<file path="src/rtl/uart_tx_fifo.sv">
// UART transmitter with a TX FIFO. Frame configuration (divisor, parity, stop bits)
// is captured when a word is popped and held for the whole frame.
module uart_tx_fifo #(
   parameter int DATA_W     = 8,
   parameter int FIFO_DEPTH = 16,
   parameter int DIV_W      = 16
) (
   input  logic                        i_Clock,
   input  logic                        i_Rst_L,
   input  logic [DIV_W-1:0]            i_Clks_Per_Bit,
   input  logic [1:0]                  i_Parity_Mode,
   input  logic                        i_Two_Stop,
   input  logic                        i_TX_Valid,
   input  logic [DATA_W-1:0]           i_TX_Data,
   output logic                        o_TX_Ready,
   output logic                        o_TX_Serial,
   output logic                        o_TX_Active,
   output logic                        o_TX_Done,
   output logic [$clog2(FIFO_DEPTH):0] o_FIFO_Count
);

   localparam int AW = $clog2(FIFO_DEPTH);
   localparam int CW = AW + 1;
   localparam int BW = $clog2(DATA_W);
   localparam logic [CW-1:0]    DEPTH_C  = CW'(FIFO_DEPTH);
   localparam logic [BW-1:0]    LAST_BIT = BW'(DATA_W - 1);
   localparam logic [DIV_W-1:0] MIN_DIV  = DIV_W'(2);

   typedef enum logic [2:0] {
      IDLE   = 3'd0,
      START  = 3'd1,
      DATA   = 3'd2,
      PARITY = 3'd3,
      STOP   = 3'd4
   } state_t;

   // ---------------- FIFO ----------------
   logic [DATA_W-1:0] mem [FIFO_DEPTH];
   logic [AW-1:0]     wr_ptr, rd_ptr;
   logic [CW-1:0]     count, count_n;
   logic              tx_ready, push, pop, fifo_nonempty;

   assign push          = i_TX_Valid && tx_ready;
   assign fifo_nonempty = (count != '0);

   always_comb begin
      count_n = count;
      if (push && !pop)
         count_n = count + CW'(1);
      else if (pop && !push)
         count_n = count - CW'(1);
   end

   always_ff @(posedge i_Clock or negedge i_Rst_L) begin
      if (!i_Rst_L) begin
         wr_ptr   <= '0;
         rd_ptr   <= '0;
         count    <= '0;
         tx_ready <= 1'b1;
      end else begin
         if (push) wr_ptr <= wr_ptr + AW'(1);
         if (pop)  rd_ptr <= rd_ptr + AW'(1);
         count    <= count_n;
         tx_ready <= (count_n < DEPTH_C);
      end
   end

   // NOTE: storage is deliberately unreset; pointers and count alone define which entries are valid.
   always_ff @(posedge i_Clock) begin
      if (push) mem[wr_ptr] <= i_TX_Data;
   end

   // ---------------- Transmit FSM ----------------
   state_t            state_q, state_n;
   logic [DIV_W-1:0]  clk_cnt, clk_cnt_n, div_q, div_n;
   logic [BW-1:0]     bit_cnt, bit_cnt_n;
   logic [DATA_W-1:0] shreg, shreg_n;
   logic [1:0]        pmode_q, pmode_n;
   logic              two_q, two_n, par_acc, par_acc_n;
   logic              serial_q, serial_n, active_q, active_n, done_q, done_n;
   logic              bit_end, par_en, load;

   assign bit_end = (clk_cnt == div_q - DIV_W'(1));
   assign par_en  = (pmode_q == 2'b01) || (pmode_q == 2'b10);

   always_comb begin
      state_n   = state_q;
      clk_cnt_n = clk_cnt + DIV_W'(1);
      bit_cnt_n = bit_cnt;
      shreg_n   = shreg;
      par_acc_n = par_acc;
      div_n     = div_q;
      pmode_n   = pmode_q;
      two_n     = two_q;
      done_n    = 1'b0;
      load      = 1'b0;
      pop       = 1'b0;
      serial_n  = 1'b1;

      case (state_q)
         IDLE: begin
            clk_cnt_n = '0;
            load      = fifo_nonempty;
         end
         START: if (bit_end) begin
            clk_cnt_n = '0;
            state_n   = DATA;
         end
         DATA: if (bit_end) begin
            clk_cnt_n = '0;
            par_acc_n = par_acc ^ shreg[0];
            shreg_n   = shreg >> 1;
            if (bit_cnt == LAST_BIT) begin
               bit_cnt_n = '0;
               state_n   = par_en ? PARITY : STOP;
            end else begin
               bit_cnt_n = bit_cnt + BW'(1);
            end
         end
         PARITY: if (bit_end) begin
            clk_cnt_n = '0;
            state_n   = STOP;
         end
         STOP: if (bit_end) begin
            clk_cnt_n = '0;
            if (two_q && bit_cnt == '0) begin
               bit_cnt_n = BW'(1);
            end else begin
               done_n  = 1'b1;
               state_n = IDLE;
               load    = fifo_nonempty;
            end
         end
         default: begin
            state_n   = IDLE;
            clk_cnt_n = '0;
         end
      endcase

      // Popping in the last stop clock lets the next start bit follow with no idle gap.
      if (load) begin
         pop       = 1'b1;
         state_n   = START;
         clk_cnt_n = '0;
         bit_cnt_n = '0;
         shreg_n   = mem[rd_ptr];
         par_acc_n = 1'b0;
         div_n     = (i_Clks_Per_Bit < MIN_DIV) ? MIN_DIV : i_Clks_Per_Bit;
         pmode_n   = i_Parity_Mode;
         two_n     = i_Two_Stop;
      end

      case (state_n)
         START:   serial_n = 1'b0;
         DATA:    serial_n = shreg_n[0];
         PARITY:  serial_n = par_acc_n ^ (pmode_n == 2'b10);
         default: serial_n = 1'b1;
      endcase
      active_n = (state_n != IDLE);
   end

   always_ff @(posedge i_Clock or negedge i_Rst_L) begin
      if (!i_Rst_L) begin
         state_q  <= IDLE;
         clk_cnt  <= '0;
         bit_cnt  <= '0;
         shreg    <= '0;
         par_acc  <= 1'b0;
         div_q    <= MIN_DIV;
         pmode_q  <= 2'b00;
         two_q    <= 1'b0;
         serial_q <= 1'b1;
         active_q <= 1'b0;
         done_q   <= 1'b0;
      end else begin
         state_q  <= state_n;
         clk_cnt  <= clk_cnt_n;
         bit_cnt  <= bit_cnt_n;
         shreg    <= shreg_n;
         par_acc  <= par_acc_n;
         div_q    <= div_n;
         pmode_q  <= pmode_n;
         two_q    <= two_n;
         serial_q <= serial_n;
         active_q <= active_n;
         done_q   <= done_n;
      end
   end

   assign o_TX_Ready   = tx_ready;
   assign o_FIFO_Count = count;
   assign o_TX_Serial  = serial_q;
   assign o_TX_Active  = active_q;
   assign o_TX_Done    = done_q;

endmodule

</file>
<file path="config.mk">
export PLATFORM = sky130hd
export DESIGN_NAME = uart_tx_fifo
export DESIGN_NICKNAME = d
export VERILOG_FILES = /design/src/rtl/uart_tx_fifo.sv
export SDC_FILE = /design/constraint.sdc
export NUM_CORES = 1
export LEC_CHECK = 0
export BUFFER_PORTS_ARGS = -buffer_cell sky130_fd_sc_hd__buf_4
export CORE_UTILIZATION = 40
export DETAILED_ROUTE_END_ITERATION = 6
export HOLD_SLACK_MARGIN = 0.12
export PLACE_DENSITY = 0.54
export REMOVE_ABC_BUFFERS = 1
export SLEW_MARGIN = 10
export SYNTH_ARGS = -nofsm -noshare
export SYNTH_HDL_FRONTEND = slang
export SYNTH_SLANG_ARGS = --single-unit
</file>
<file path="constraint.sdc">
create_clock -name i_Clock -period 8.6 [get_ports i_Clock]
set_clock_uncertainty 0.05 [all_clocks]
set_input_delay 0.43 -clock i_Clock [delete_from_list [all_inputs] [get_ports i_Clock]]
set_output_delay 0.43 -clock i_Clock [all_outputs]
set_load 0.05 [all_outputs]
</file>
==> summary.txt, run 1 <==
status -> complete, no violations
Seq/Total Area, Yosys -> 0.625
Clk Latency, worst-skew pair -> 0.44 ns
Peak VDD IR -> 128 uV
origin of the worst setup path -> div_q[0]
1st-iter DRT viols -> 386
Worst-path clk slew -> 0.07 ns
Initial Util -> 0.406
Hold WC Path Type -> input port to flop
Post-CTS Hold Buffers -> 1
min-delay src -> i_Clks_Per_Bit[1]
setup TNS -> 0 ns
Routability Congestion -> 0.834
Slew headroom -> 0.276
Post-synth EDFFs -> 128
Final min period -> 4.28 ns
Slew @ Worst Pin -> 1.08 ns
number of I/O port buffers -> 38
DRT antenna net count -> 0
global route overflow -> 0
Avg WL per Cell -> 20.2 um
post-synthesis cell type count -> 79
met1 WL -> 8780 um
Syn. warnings -> 0
Post-Synthesis Cells -> 626
initial antenna violation count -> 0
CTS H-tree lvls -> 4
drt drc -> 0
WS Path Type -> flop to flop
PwrDens -> 226 nW/um2
Pins Over Slew Limit -> 0
average size of a mapped cell -> 14.1 um2
via count -> 5380
top sig layer -> met4
Worst EP required -> 8.90 ns
CP Capture Type -> flop
layout cells sized above 1 -> 0.205
most common cell after layout, fill and taps aside -> edfxtp_1
Post-synth ARST share -> 0.344
#FFs+latches synth -> 195
post-CTS repair timing setup buffer count -> 0
FF-to-FF Start -> div_q[0]
Main synth FF type -> edfxtp_1
TritonCTS Sinks -> 195
area growth from synthesis to layout -> 12.8%
Layout Nets -> 708
row cnt -> 54
Final Util -> 0.458
ant diodes -> 0
CP startpoint kind -> flop
cell area after placement -> 9370 um2
GRT Util Overall -> 0.184
post-route cell area -> 9960 um2
pin count of the biggest net entering global routing -> 68
Pwr Total -> 2.25 mW
Setup Viol. Count Final -> 0
worst-path fanout max -> 21
CTS Root Cell -> clkbuf_16
Die W -> 151 um
Initial DRT Pass Iterations -> 5
Final Hold Viols -> 0
LEAKAGE -> 3.80 nW
CTS buffer count -> 17
max-cap viol count -> 0
Fill cells -> 1970
final WL -> 19300 um
wire length on met2 -> 9580 um
core region area -> 21800 um2
maximum clock rate -> 0.234 GHz
die height -> 151 um
hold slack -> 0.172 ns
Gates resized, CTS repair -> 0
Top-Level Pins -> 39
first-pass GRT wire length -> 30800 um
vias in the first global route -> 5405
die area -> 22700 um2
DP Wirelength -> 13000 um
commonest cells after routing, fill and taps aside -> 128 x edfxtp_1, 63 x dfrtp_1, 44 x buf_4
area of the mapped netlist -> 8840 um2
Vias/cell -> 5.62
WL met3 -> 714 um
CTS Buffer Depth -> 2
final period utilization -> 0.498
CP arrival -> 4.58 ns
RSZ-0062 raised after global routing -> no
CTS tree -> built
metrics by stage:
stage          std cells  setup slack (ns)
2_1_floorplan        600              4.73
3_3_place_gp         924              4.69
3_5_place_dp         924              4.41
4_1_cts              957              4.34
5_1_grt              957              3.90
6_report             957              4.32
path summary, 6_finish.rpt:
| path | to | depth (start not counted) | slack, ns |
|---|---|---|---|
| min in group asynchronous | div_q[11] | 2 | 0.58 |
| max | o_FIFO_Count[3] | 15 | 4.32 |
| max in group asynchronous | rd_ptr[0] | 2 | 7.27 |
| max reg2reg | o_FIFO_Count[3] | 15 | 4.32 |
| min | div_q[1] | 3 | 0.17 |
| min reg2reg | shreg[4] | 1 | 0.43 |
logic make-up after synthesis:
kind of cell | count (synthesis) | synth area share
and+or+nand+nor | 160 | 0.102
xor gates and xnor gates | 44 | 0.0436
muxes | 71 | 0.107
AOI/OAI and AO/OA | 92 | 0.0755
DFF | 195 | 0.625
adders and majority gates | 14 | 0.0198
buffers and inverters | 50 | 0.0270
cells in the mapped netlist (all sizes together), types with 7 or more instances:
library cell / count / share of area
dfrtp: 64 / 0.18
a221oi: 13 / 0.013
nand3: 16 / 0.0091
mux2i: 35 / 0.040
xnor2: 29 / 0.029
ha: 14 / 0.020
edfxtp: 128 / 0.43
a22oi: 7 / 0.0059
nor4: 11 / 0.012
nor2: 43 / 0.018
mux2: 19 / 0.024
nand4: 9 / 0.0071
buf: 16 / 0.013
nor3: 13 / 0.0086
and3: 9 / 0.0065
a21oi: 16 / 0.011
o21ai: 16 / 0.0091
xor2: 15 / 0.015
clkbuf: 10 / 0.0042
mux4: 17 / 0.043
inv: 22 / 0.0093
nand2: 28 / 0.012
routing by layer:
| layer | global-route usage | vias up |
|---|---|---|
| met3 | 0.0327 | 20 |
| met4 | 0.0505 | 0 |
| met1 | 0.253 | 2794 |
| met2 | 0.300 | 99 |
| met5 | 0 | - |
| li1 | - | 2467 |
where the power goes:
part / switching [mW] / leakage [nW] / total (mW) / internal [mW]
logic: 0.183 / 1.52 / 0.300 / 0.117
clock network: 0.387 / 0.291 / 0.778 / 0.391
registers: 0.0771 / 1.98 / 1.18 / 1.10
total: 0.647 / 3.80 / 2.25 / 1.61
sequential cells by signal, summed over array words and instances (netlist names):
signal        count
bit_cnt           3
clk_cnt          16
div_q            16
mem             128
o_FIFO_Count      5
o_TX_Active       1
o_TX_Done         1
o_TX_Ready        1
o_TX_Serial       1
par_acc           1
pmode_q           2
rd_ptr            4
shreg             8
state_q           3
two_q             1
wr_ptr            4
layout make-up:
type / instances / area, um2 / area share
Inverter: 24 / 90.1 / 0.00904
Multi-Input combinational cell: 381 / 3070 / 0.309
Clock inverter: 15 / 159 / 0.0159
Timing Repair Buffer: 45 / 340 / 0.0342
Clock buffer: 17 / 425 / 0.0427
Sequential cell: 195 / 5530 / 0.554
Tap cell: 280 / 350 / 0.0352
critical path, cell delays in order (launching register included):
cell and delay, ns:
dfrtp_1 0.46, inv_1 0.11, ha_1 0.20, nor3b_2 0.48, nand3_1 0.17, xnor2_1 0.19
nor4_1 0.48, nand4_2 0.31, a21oi_4 0.55, inv_2 0.14, ha_1 0.31, inv_1 0.11
nand2_1 0.12, o41ai_1 0.25, a21oi_1 0.11, a31oi_1 0.16
Note: power is estimated with default switching activity, not from simulation.
==> inputs of run 2 (changes only) <==
Clock period 8.6 ns to 4.06 ns, I/O delays scaled along.
==> summary.txt, run 2 (synthesis gave the netlist of run 1 again) <==
status -> complete, no violations
maximum clock rate -> 0.271 GHz (+16%)
LEAKAGE -> 3.94 nW (+3.8%)
core region area -> 21800 um2 (unchanged)
final WL -> 19500 um (+0.95%)
pin count of the biggest net entering global routing -> 68 (unchanged)
Slowest Stage Delay on Critical Path -> 0.60 ns (+0.05 ns)
layout cells sized above 1 -> 0.207 (+0.00202)
CTS Root Cell -> clkbuf_16
CTS buffer count -> 17 (unchanged)
Setup Viol. Count Final -> 0 (unchanged)
worst setup margin -> 0.365 ns (-3.96 ns)
slowest CP cell -> dfstp_2
CTS tree -> built
Final min period -> 3.70 ns (-0.585 ns)
global route overflow -> 0 (unchanged)
Worst EP required -> 4.36 ns (-4.54 ns)
CP arrival -> 4.00 ns (-0.58 ns)
Routability Congestion -> 0.832 (-0.23%)
RSZ-0062 raised after global routing -> no
ant diodes -> 0 (unchanged)
DP Wirelength -> 13100 um (+0.71%)
DRT antenna net count -> 0 (unchanged)
area growth from synthesis to layout -> 16.6%
1st-iter DRT viols -> 424 (+9.8%)
Clk Latency, worst-skew pair -> 0.43 ns (about the same)
Avg WL per Cell -> 19.7 um (-2.3%)
Initial DRT Pass Iterations -> 6 (+1)
max-cap viol count -> 0 (unchanged)
WS Path Type -> flop to flop
CTS H-tree lvls -> 4 (unchanged)
Worst-path clk slew -> 0.07 ns (about the same)
reg2reg setup slack -> 0.36 ns (-3.96 ns)
Critical Path, Cell by Cell -> inv_1 -> ha_1 -> nor3b_4 -> a211oi_1 -> a41oi_1 -> nor4_2 -> nand4_2 -> a21oi_4 -> inv_2 -> ha_1 -> inv_1 -> nand2_1 -> o41ai_1 -> a21oi_1 -> a31oi_1
Pwr Total -> 4.78 mW (+110%)
die height -> 151 um (unchanged)
worst-path fanout max -> 8 (-62%)
row cnt -> 54 (unchanged)
Peak VDD IR -> 278 uV (+120%)
CTS Buffer Depth -> 2 (unchanged)
Layout Nets -> 740 (+4.5%)
PwrDens -> 464 nW/um2 (+110%)
number of I/O port buffers -> 38 (unchanged)
Slew headroom -> 0.422 (+0.146)
via count -> 5348 (-0.59%)
Initial Util -> 0.406 (unchanged)
die area -> 22700 um2 (unchanged)
Final Hold Viols -> 0 (unchanged)
GRT Util Overall -> 0.184 (about the same)
final period utilization -> 0.910 (+0.412)
Slew @ Worst Pin -> 0.867 ns (-0.217 ns)
Die W -> 151 um (unchanged)
Hold WC Path Type -> input port to flop
max reg flops -> 128 (unchanged)
Top-Level Pins -> 39 (unchanged)
pre-CTS setup slack -> 0.205 ns (-4.20 ns)
commonest cells after routing, fill and taps aside -> 128 x edfxtp_1, 63 x dfrtp_1, 49 x buf_4
Pins Over Slew Limit -> 0 (unchanged)
first-pass GRT wire length -> 30800 um (unchanged)
vias in the first global route -> 5447 (+0.78%)
Largest Register -> mem
CP startpoint kind -> flop
drt drc -> 0 (unchanged)
Fill cells -> 1936 (-1.7%)
setup TNS -> 0 ns (unchanged)
CP Capture Type -> flop
Largest regs -> mem x128, clk_cnt x16, div_q x16
TritonCTS Sinks -> 195 (unchanged)
most common cell after layout, fill and taps aside -> edfxtp_1
Vias/cell -> 5.41 (-3.8%)
initial antenna violation count -> 0 (unchanged)
## run 2: cell count changes in the layout (fill, tap and decap cells not counted), sizes merged
cell	delta
dlygate4sd3	+27
buf	+5
## run 2: timing repair
action	4_1_cts	5_1_grt
hold buffers	28	0
endpoints found under the setup margin	0	4
gates resized for setup	0	5
hold endpoints to repair	211	0
setup buffers	0	0
## run 2: report_power, final
group / switching, mW / internal [mW] / total, mW
Combinational: 0.401 / 0.266 / 0.667
Sequential: 0.150 / 2.33 / 2.48
Clock: 0.812 / 0.826 / 1.64
## run 2: worst paths after layout
path / from / to / depth (start not counted)
hold reg to reg: shreg[5] / shreg[4] / 1
setup reg to reg: div_q[1] / o_FIFO_Count[3] / 15
setup / recovery: div_q[1] / o_FIFO_Count[3] / 15
hold / removal: i_TX_Valid / wr_ptr[0] / 4
max in group asynchronous: i_Rst_L / rd_ptr[0] / 2
min in group asynchronous: i_Rst_L / div_q[9] / 2
## run 2: metrics by stage
stage          instance area (um2)  hold slack (ns)  instances  utilization
2_1_floorplan                 8690           -0.143        600            -
3_3_place_gp                  9410            0.316        929        0.432
3_5_place_dp                  9410            0.332        929        0.432
4_1_cts                      10300            0.157        989        0.472
5_1_grt                      10300            0.214        989        0.474
6_report                     10300            0.173        989        0.474
## run 2: critical path, delay by kind of cell, from the launching register on
kind / cells / cell delay [ns]
compound gates: 6 / 1.17
flops: 1 / 0.60
simple gates: 4 / 1.05
buf+inv: 3 / 0.26
fa+ha+maj: 2 / 0.49
## run 2: cell type report
type | count | area, um2 | share of cell area
tap | 280 | 350 | 0.0340
sequential | 195 | 5530 | 0.536
inverter | 24 | 90.1 | 0.00874
clock buffer | 17 | 425 | 0.0413
multi-input combinational | 381 | 3110 | 0.302
timing repair buffer | 77 | 648 | 0.0629
clock inverter | 15 | 156 | 0.0152
## run 2: layer usage
layer / global-route usage / wire, um
met5: 0 / 0
met4: 0.0570 / 319
met3: 0.0348 / 748
met2: 0.301 / 9460
met1: 0.249 / 8970
